==> src/rtl/regwb_pkg.sv <==
// rtl/regwb_pkg.sv - shared defaults and entry type for the register write-back writer
package regwb_pkg;
   localparam int DEF_DW    = 8;
   localparam int DEF_AW    = 3;
   localparam int DEF_DEPTH = 4;

   typedef struct packed {
      logic [DEF_AW-1:0] dst;
      logic [DEF_DW-1:0] data;
   } wb_entry_t;
endpackage

==> src/rtl/regwb_fifo.sv <==
// rtl/regwb_fifo.sv - in-order write-back queue, two write ports, one read port, age-ordered view
module regwb_fifo
   import regwb_pkg::*;
#(
   parameter int DEPTH = DEF_DEPTH,
   parameter int EW    = DEF_AW + DEF_DW,
   localparam int PW   = $clog2(DEPTH),
   localparam int CW   = PW + 1
) (
   input  logic                clk,
   input  logic                reset,
   input  logic                wr0_en,
   input  logic [EW-1:0]       wr0_data,
   input  logic                wr1_en,
   input  logic [EW-1:0]       wr1_data,
   input  logic                rd_en,
   output logic [EW-1:0]       rd_data,
   output logic [CW-1:0]       count,
   output logic [DEPTH-1:0]    age_valid,
   output logic [DEPTH*EW-1:0] age_data
);
   logic [EW-1:0] mem_q [DEPTH];
   logic [PW-1:0] head_q, head_d, tail_q, tail_d, tail_p1;
   logic [CW-1:0] count_q, count_d;

   always_comb begin
      tail_p1 = tail_q + PW'(1);
      head_d  = head_q + PW'(rd_en);
      tail_d  = tail_q + PW'(wr0_en) + PW'(wr1_en);
      count_d = count_q - CW'(rd_en) + CW'(wr0_en) + CW'(wr1_en);
   end

   always_ff @(posedge clk or posedge reset) begin
      if (reset) begin
         head_q  <= '0;
         tail_q  <= '0;
         count_q <= '0;
      end else begin
         head_q  <= head_d;
         tail_q  <= tail_d;
         count_q <= count_d;
      end
   end

   // Storage is not cleared on reset; the pointers alone define what is valid.
   always_ff @(posedge clk) begin
      if (wr0_en) mem_q[tail_q]  <= wr0_data;
      if (wr1_en) mem_q[tail_p1] <= wr1_data;
   end

   assign rd_data = mem_q[head_q];
   assign count   = count_q;

   // Slot g of the age view is the g-th oldest pending entry.
   for (genvar g = 0; g < DEPTH; g++) begin : g_age
      logic [PW-1:0] idx;
      assign idx                  = head_q + PW'(g);
      assign age_data[g*EW +: EW] = mem_q[idx];
      assign age_valid[g]         = (CW'(g) < count_q);
   end
endmodule

==> src/rtl/regwb_lookup.sv <==
// rtl/regwb_lookup.sv - youngest-first search of pending writes for one operand port
module regwb_lookup
   import regwb_pkg::*;
#(
   parameter int DEPTH = DEF_DEPTH,
   parameter int DW    = DEF_DW,
   parameter int AW    = DEF_AW,
   localparam int EW   = AW + DW
) (
   input  logic [AW-1:0]       lookup_reg,
   input  logic [DEPTH-1:0]    age_valid,
   input  logic [DEPTH*EW-1:0] age_data,
   input  logic                out_valid,
   input  logic [AW-1:0]       out_reg,
   input  logic [DW-1:0]       out_data,
   output logic                hit,
   output logic [DW-1:0]       fwd_data
);
   // Oldest candidate first so that each younger match overrides it.
   always_comb begin
      hit      = 1'b0;
      fwd_data = '0;
      if (out_valid && out_reg == lookup_reg) begin
         hit      = 1'b1;
         fwd_data = out_data;
      end
      for (int i = 0; i < DEPTH; i++) begin
         if (age_valid[i] && age_data[i*EW+DW +: AW] == lookup_reg) begin
            hit      = 1'b1;
            fwd_data = age_data[i*EW +: DW];
         end
      end
   end
endmodule

==> src/rtl/regwb_writer.sv <==
// rtl/regwb_writer.sv - queues ALU/load results and drives the register-file write port
module regwb_writer
   import regwb_pkg::*;
#(
   parameter int DEPTH = DEF_DEPTH,
   parameter int DW    = DEF_DW,
   parameter int AW    = DEF_AW,
   localparam int EW   = AW + DW,
   localparam int CW   = $clog2(DEPTH) + 1
) (
   input  logic          clk,
   input  logic          reset,
   input  logic          alu_valid,
   input  logic [AW-1:0] alu_reg,
   input  logic [DW-1:0] alu_data,
   input  logic          mem_valid,
   input  logic [AW-1:0] mem_reg,
   input  logic [DW-1:0] mem_data,
   output logic          stall,
   output logic          regwrite,
   output logic [AW-1:0] writereg,
   output logic [DW-1:0] writedata,
   input  logic [AW-1:0] lookup1_reg,
   input  logic [AW-1:0] lookup2_reg,
   output logic          hit1,
   output logic          hit2,
   output logic [DW-1:0] fwd1_data,
   output logic [DW-1:0] fwd2_data
);
   logic [1:0]          nvalid;
   logic                accept, wr1_en, rd_en;
   logic [EW-1:0]       wr0_data, wr1_data, rd_data;
   logic [CW-1:0]       count;
   logic [DEPTH-1:0]    age_valid;
   logic [DEPTH*EW-1:0] age_data;

   logic          regwrite_q, regwrite_d;
   logic [AW-1:0] writereg_q, writereg_d;
   logic [DW-1:0] writedata_q, writedata_d;

   // The same-cycle pop is deliberately not credited, keeping stall off the drain path.
   assign nvalid = {1'b0, alu_valid} + {1'b0, mem_valid};
   assign stall  = (32'(count) + 32'(nvalid)) > 32'(DEPTH);
   assign accept = !stall && (alu_valid || mem_valid);

   // Load result is older, so it takes the first slot when both arrive.
   assign wr0_data = mem_valid ? {mem_reg, mem_data} : {alu_reg, alu_data};
   assign wr1_data = {alu_reg, alu_data};
   assign wr1_en   = accept && alu_valid && mem_valid;
   assign rd_en    = (count != '0);

   regwb_fifo #(.DEPTH(DEPTH), .EW(EW)) u_fifo (
      .clk      (clk),
      .reset    (reset),
      .wr0_en   (accept),
      .wr0_data (wr0_data),
      .wr1_en   (wr1_en),
      .wr1_data (wr1_data),
      .rd_en    (rd_en),
      .rd_data  (rd_data),
      .count    (count),
      .age_valid(age_valid),
      .age_data (age_data)
   );

   always_comb begin
      regwrite_d  = rd_en;
      writereg_d  = writereg_q;
      writedata_d = writedata_q;
      if (rd_en) begin
         writereg_d  = rd_data[EW-1 -: AW];
         writedata_d = rd_data[DW-1:0];
      end
   end

   always_ff @(posedge clk or posedge reset) begin
      if (reset) begin
         regwrite_q  <= 1'b0;
         writereg_q  <= '0;
         writedata_q <= '0;
      end else begin
         regwrite_q  <= regwrite_d;
         writereg_q  <= writereg_d;
         writedata_q <= writedata_d;
      end
   end

   assign regwrite  = regwrite_q;
   assign writereg  = writereg_q;
   assign writedata = writedata_q;

   regwb_lookup #(.DEPTH(DEPTH), .DW(DW), .AW(AW)) u_lookup1 (
      .lookup_reg(lookup1_reg),
      .age_valid (age_valid),
      .age_data  (age_data),
      .out_valid (regwrite_q),
      .out_reg   (writereg_q),
      .out_data  (writedata_q),
      .hit       (hit1),
      .fwd_data  (fwd1_data)
   );

   regwb_lookup #(.DEPTH(DEPTH), .DW(DW), .AW(AW)) u_lookup2 (
      .lookup_reg(lookup2_reg),
      .age_valid (age_valid),
      .age_data  (age_data),
      .out_valid (regwrite_q),
      .out_reg   (writereg_q),
      .out_data  (writedata_q),
      .hit       (hit2),
      .fwd_data  (fwd2_data)
   );
endmodule
==> config.mk <==
export PLATFORM = sky130hd
export DESIGN_NAME = regwb_writer
export DESIGN_NICKNAME = d
export VERILOG_FILES = /design/src/rtl/regwb_pkg.sv /design/src/rtl/regwb_fifo.sv /design/src/rtl/regwb_lookup.sv /design/src/rtl/regwb_writer.sv
export SDC_FILE = /design/constraint.sdc
export NUM_CORES = 1
export LEC_CHECK = 0
export ABC_AREA = 1
export CAP_MARGIN = 5
export CORE_UTILIZATION = 58
export CTS_CLUSTER_DIAMETER = 60
export DETAILED_ROUTE_END_ITERATION = 10
export PLACE_DENSITY = 0.82
export SETUP_SLACK_MARGIN = 0.02
export SLEW_MARGIN = 15
export SYNTH_ARGS = -nofsm -noshare
export SYNTH_HDL_FRONTEND = slang
export SYNTH_SLANG_ARGS = --single-unit
==> constraint.sdc <==
create_clock -name clk -period 3.1 [get_ports clk]
set_input_delay 0.31 -clock clk [delete_from_list [all_inputs] [get_ports clk]]
set_output_delay 0.31 -clock clk [all_outputs]
set_load 0.01 [all_outputs]
==> results.cfg, run 1 <==
[drt]
dr.first_iter.drc_count = 381
wl_um = 15400
avgRoutedWirePerCell_um = 14.3
drc = 0
avgViaCountPerCell = 5.50
first_pass_iters = 6
drtAntennaViolNets = 0
routed-via-count = 5922

[timing]
fmax_mhz = 326
rsz0062_at_grt = true
drv_slew = 0
relSlewSlack = 0.462
fin_worst_skew_ns = 0.0103
finalCritPeriodShare = 0.988
worst_slew_pin_slew_ns = 0.807
hold_slack_ns = 0.411
finalSetupViolations = 0
post-route-min-period_ns = 3.06
hold_viol_final = 0

[power]
irDropWorstVdd_mv = 0.813
powerDensity_nw_per_um2 = 1320
power_mw = 9.00
p_leak_nw = 3.54

[logic_synthesis]
syn_area_um2 = 5490
syn_inst = 875
syn_nets = 917
synth-edff-count = 44
yosys_warnings = 0
synth_area_per_cell_um2 = 6.28
ys_ff_latch = 63
ys_seq_area_frac = 0.327
synth_ff_type = edfxtp_1
synth-async-reset-ratio = 0.302
synth_cell_types = 37

[global_routing]
antenna_found_initial = 0
grt.met3_usage = 0.0415
grtUsageTotal = 0.309
gr-usage-met2 = 0.538
grt_first_pass_wirelength_um = 24400
gr-usage-met1 = 0.394
globalRoute.busiestLayer = met2
grt_max_degree = 33
grt_overflow = 0
grt_pass1_vias = 5365

[worst_setup_path]
path_max_fanout = 15
arrival_ns = 2.75
cp.required_ns = 2.79
path_cells = clkinv_4 -> nand2_2 -> nand2_4 -> nand2_1 -> o21ai_4 -> o21ai_0 -> a21oi_4 -> nand2_4 -> nand2_1 -> inv_1 -> nand2_1 -> nand2_1 -> clkdlybuf4s50_1
critPathKind = flip-flop to output port
critPathBufInv = 3
critPathCaptureType = output port
crit_path_frequent_cell = nand2_1
critical-path-top-delay-family = buffers and inverters
startpoint_type = flip-flop
cp_slowest_cell = clkdlybuf4s50_1
cpPeakStageDelay_ns = 0.54

[placement]
portBuffers = 62
placedCellCount = 1041
gp_congestion = 0.915
dpl-instance-area_um2 = 6300
post-dp-hpwl_um = 11400

[flow_run]
drv_cap = 0

[layout]
final_cell_area_um2 = 6830
drive_above_1_share = 0.122
finish.utilization = 0.743
fin_cells = 1076
antennaDiodeCount = 0
nets = 1002
synthToLayoutAreaGrowth_pct = 24.4

[floorplan]
die_w_um = 99.3
dieArea_um2 = 9860
row_count = 35
core-area_um2 = 9200
num_io_pins = 63
initial_core_util = 0.597
fp.dieH_um = 99.3

[clock_network]
cts_tree = yes
postCtsHoldBufs = 0
cts_buffer_depth = 2
cts.clk_slew.worst_paths_ns = 0.07
clockRootBuffer = clkbuf_8
clock_latency_ns = 0.35
cts_max_level = 3
cts_num_sinks = 63
cts_made_buffers = 9

[min_path]
worstHoldPathType = primary input to asynchronous set/reset pin

[status]
status = complete, no violations
==> sequential cells by signal, indices dropped and copies added, names as in the netlist <==
signal and count:
writereg 3, writedata 8, u_fifo.count 3, u_fifo.mem_q 44, u_fifo.head_q 2, u_fifo.tail_q 2
regwrite 1
==> cells in the mapped netlist, drive strengths merged, types with 4 or more instances <==
cell | n | share of area
o21ai | 114 | 0.11
ha | 8 | 0.018
dfrtp | 19 | 0.087
xor2 | 8 | 0.013
inv | 90 | 0.062
nand3 | 91 | 0.083
buf | 16 | 0.021
nand2 | 413 | 0.29
edfxtp | 44 | 0.24
nor2 | 29 | 0.027
nor3 | 4 | 0.0075
a21oi | 8 | 0.0093
clkbuf | 17 | 0.012
==> cell type report <==
cell class,instances,area [µm²]
multi-input cells,693,3320
fillers,698,2360
flip-flops and latches,63,1800
repair buffers,102,988
inverters,90,358
well taps,111,139
clock buffers,9,124
clock inverters,7,97.6
repair inverters,1,7.51
==> path summary, 6_finish.rpt <==
path                                  start                  to  slack (ns)  cells after the start
max                        u_fifo.head_q[0]        fwd2_data[0]        0.04                     13
min                                   reset    u_fifo.tail_q[1]        0.41                      2
max reg2reg                 u_fifo.count[0]  u_fifo.mem_q[2][2]        0.33                     11
min reg2reg                    writedata[1]        writedata[1]        0.54                      2
max in group asynchronous             reset    u_fifo.head_q[1]        2.13                      2
min in group clk               writedata[1]        writedata[1]        0.54                      2
==> cell usage in the layout, fill, tap and decap left out, types with 10 or more instances in the layout <==
master / instances
nand2_2: 16
nand3_1: 90
clkdlybuf4s50_1: 52
o21ai_0: 95
nor2_1: 15
buf_4: 34
edfxtp_1: 44
nand2_1: 393
dfrtp_1: 16
o21ai_1: 14
inv_1: 83
dlymetal6s2s_1: 10
==> layer usage <==
layer  share of wire  wire, µm
met5               0         0
met3           0.066      1010
met4           0.028       438
met2            0.48      7340
met1            0.43      6620
==> cell families after synthesis <==
group / Yosys count / synth area share
xor+xnor: 9 / 0.0144
fa+ha+maj: 10 / 0.0255
buf+inv: 123 / 0.0945
compound gates: 127 / 0.122
mux: 2 / 0.00364
flops: 63 / 0.327
simple gates: 541 / 0.413
==> worst reg2reg max path, delay by kind of cell, from the launching register on <==
| kind | cells | cell delay [ns] |
|---|---|---|
| compound gates | 3 | 0.76 |
| buf+inv | 5 | 0.65 |
| fa+ha+maj | 2 | 0.60 |
| flops | 1 | 0.37 |
| simple gates | 1 | 0.12 |
==> per-stage QoR <==
| step | setup WS (ns) | setup TNS (ns) |
|---|---|---|
| floorplan | 0.0758 | 0 |
| global placement | -0.0363 | -0.735 |
| detailed placement | -0.109 | -3.48 |
| CTS | 0.0262 | 0 |
| global route | -0.133 | -0.458 |
| finish | 0.0361 | 0 |
==> what timing repair did <==
action / 4_1_cts / 5_1_grt
gates cloned: 1 / 5
gates resized for setup: 10 / 44
pin swaps: 1 / 11
endpoints found under the setup margin: 16 / 17
buffers inserted: 1 / 12
==> where the power goes <==
group          internal, mW  total (mW)  switching [mW]
Sequential             1.34        1.64           0.293
Clock                 0.454       0.819           0.365
Combinational          2.56        6.55            3.98
Note: power is estimated with default switching activity, not from simulation.
==> run 2: changes to the inputs <==
--- a/config.mk
+++ b/config.mk
@@ -12,7 +12,6 @@
 export DETAILED_ROUTE_END_ITERATION = 10
 export PLACE_DENSITY = 0.82
 export SETUP_SLACK_MARGIN = 0.02
-export SLEW_MARGIN = 15
 export SYNTH_ARGS = -nofsm -noshare
 export SYNTH_HDL_FRONTEND = slang
 export SYNTH_SLANG_ARGS = --single-unit
==> constraint.sdc (replaced) <==
create_clock -name clk -period 3.1 [get_ports clk]
set_input_delay 0.62 -clock clk [delete_from_list [all_inputs] [get_ports clk]]
set_output_delay 0.62 -clock clk [all_outputs]
set_load 0.01 [all_outputs]
==> results.cfg, run 2 (synthesized netlist as in run 1, its figures left out) <==
[status]
status = finished, violations left
failed_checks = negative setup slack

[timing]
drv_slew = 0
relSlewSlack = 0.448
hold_viol_final = 0
worst_slack_ns = -0.134
worst_slew_pin_slew_ns = 0.827
finalCritPeriodShare = 1.04
finalSetupViolations = 4
post-route-min-period_ns = 3.23
fmax_mhz = 309
rsz0062_at_grt = true
hold_slack_ns = 0.550
fin_setup_tns_ns = -0.198
fin_worst_skew_ns = 0.0202

[placement]
dpl-instance-area_um2 = 6490
pre_cts_slack_ns = -0.489
post-dp-hpwl_um = 11500
portBuffers = 62
gp_congestion = 0.886

[clock_network]
cts_num_sinks = 63
clock_latency_ns = 0.37
cts_made_buffers = 9
cts_buffer_depth = 2
clockRootBuffer = clkbuf_8
cts.clk_slew.worst_paths_ns = 0.10
cts_tree = yes
cts_max_level = 3

[layout]
final_cell_area_um2 = 7180
synthToLayoutAreaGrowth_pct = 30.8
fillers = 667
largest_reg_flops = 44
top_register = u_fifo.mem_q
layout_common_cells = 381 x nand2_1, 90 x o21ai_0, 85 x nand3_1, 78 x inv_1, 54 x buf_4
layout_commonest_cell = nand2_1
drive_above_1_share = 0.180
nets = 1030

[worst_setup_path]
critPathKind = primary input to flip-flop
critPathCaptureType = flip-flop
cp.required_ns = 3.23
crit_path_frequent_cell = buf_4
path_max_fanout = 5
critPathBufInv = 12
cpPeakStageDelay_ns = 0.37
critical-path-top-delay-family = buffers and inverters
r2r_setup_slack_ns = -0.13
path_cells = dlygate4sd2_1 -> inv_2 -> fa_2 -> inv_2 -> buf_4 -> buf_4 -> buf_4 -> buf_4 -> buf_4 -> nand2_4 -> nand2_4 -> nor3_4 -> buf_6 -> clkinvlp_4 -> nor2_4 -> nand2_4 -> buf_4 -> buf_6 -> o21ai_1
startpoint_type = primary input
arrival_ns = 3.36
cp_slowest_cell = o21ai_1

[drt]
drtAntennaViolNets = 0
drc = 0
wl_um = 17400
dr.first_iter.drc_count = 549
routed-via-count = 6187
first_pass_iters = 6
avgRoutedWirePerCell_um = 15.8
avgViaCountPerCell = 5.60

[global_routing]
grt_overflow = 0
grt_max_degree = 33
grt_first_pass_wirelength_um = 25500
antenna_found_initial = 1
grt_pass1_vias = 5451
grtUsageTotal = 0.326

[power]
powerDensity_nw_per_um2 = 1290
power_mw = 9.25
clock_power_share = 0.090
irDropWorstVdd_mv = 0.814
pwr-share-seq = 0.178
power_switching_mw = 4.85
swShare = 0.524
p_leak_nw = 3.70
p_comb_frac = 0.732
p_int_mw = 4.40

[floorplan]
die_w_um = 99.3
core-area_um2 = 9200
dieArea_um2 = 9860
num_io_pins = 63
row_count = 35
initial_core_util = 0.597
fp.dieH_um = 99.3

[flow_run]
drv_cap = 0

[min_path]
worstHoldPathType = flip-flop to flip-flop
## run 2: changes by cell type in the layout (fill, tap and decap cells not counted), sizes merged, moves of 3 or more
cell / before / now
clkbuf: 9 / 12
buf: 40 / 68
clkinv: 6 / 3
dlygate4sd2: 0 / 14
clkdlybuf4s50: 52 / 38
dlymetal6s2s: 10 / 6
## run 2: worst paths after layout
kind                                 start                  to  cells past startpoint
setup / recovery                 mem_valid  u_fifo.mem_q[0][0]                     19
hold / removal                writedata[7]        writedata[7]                      2
setup reg to reg           u_fifo.count[0]  u_fifo.mem_q[0][0]                     18
hold reg to reg               writedata[7]        writedata[7]                      2
max in group asynchronous            reset     u_fifo.count[1]                      2
min in group asynchronous            reset    u_fifo.tail_q[1]                      2
## run 2: layout make-up
cell class | instances | area (µm²) | share of cell area
antenna | 1 | 2.50 | 0.000348
clock buffer | 9 | 124 | 0.0172
clock inverter | 7 | 95.1 | 0.0132
inverter | 90 | 357 | 0.0496
multi-input combinational | 692 | 3420 | 0.476
sequential | 63 | 1800 | 0.251
tap | 111 | 139 | 0.0193
timing repair buffer | 131 | 1240 | 0.173
timing repair inverter | 1 | 5.00 | 0.000697
## run 2: power groups by stage
stage                     clock network [mW]  registers, mW  logic, mW
after CTS                              0.809           1.61       6.29
after detailed placement                   0           1.61       6.11
after global placement                     0           1.59       5.91
after global routing                   0.858           1.69       7.39
after floorplan                            0           1.58       3.90
final                                  0.832           1.65       6.77
## run 2: through the flow
step | std cells | utilization
3_5_place_dp | 1063 | 0.706
6_report | 1105 | 0.781
2_1_floorplan | 875 | -
3_3_place_gp | 1063 | 0.706
4_1_cts | 1091 | 0.751
5_1_grt | 1105 | 0.781
## run 2: metal layers
layer / vias to the layer above / routed length [µm] / share of wire / global-route usage
met5: - / 12 / 0.00069 / 0
met4: 2 / 662 / 0.038 / 0.135
met3: 58 / 1460 / 0.084 / 0.0429
met2: 354 / 8300 / 0.48 / 0.564
met1: 2745 / 6970 / 0.40 / 0.413
li1: 3028 / - / - / -
## run 2: worst reg2reg max path, cell delays in order, from the launching register on
cell        delay (ns)
dfrtp_1           0.40
inv_1             0.19
fa_2              0.24
inv_2             0.07
buf_4             0.14
buf_4             0.12
buf_4             0.12
buf_4             0.13
buf_4             0.13
nand2_4           0.06
nand2_4           0.06
nor3_4            0.16
buf_6             0.14
clkinvlp_4        0.11
nor2_4            0.16
nand2_4           0.10
buf_4             0.16
buf_6             0.13
o21ai_1           0.37
## run 2: what timing repair did
| item | 4_1_cts | 5_1_grt |
|---|---|---|
| pin swaps | 14 | 8 |
| gates cloned | 3 | 3 |
| resized for setup | 66 | 52 |
| hold buffers | 0 | 0 |
| endpoints found under the setup margin | 66 | 65 |
| hold endpoints to repair | 0 | 0 |
| buffers inserted | 9 | 10 |
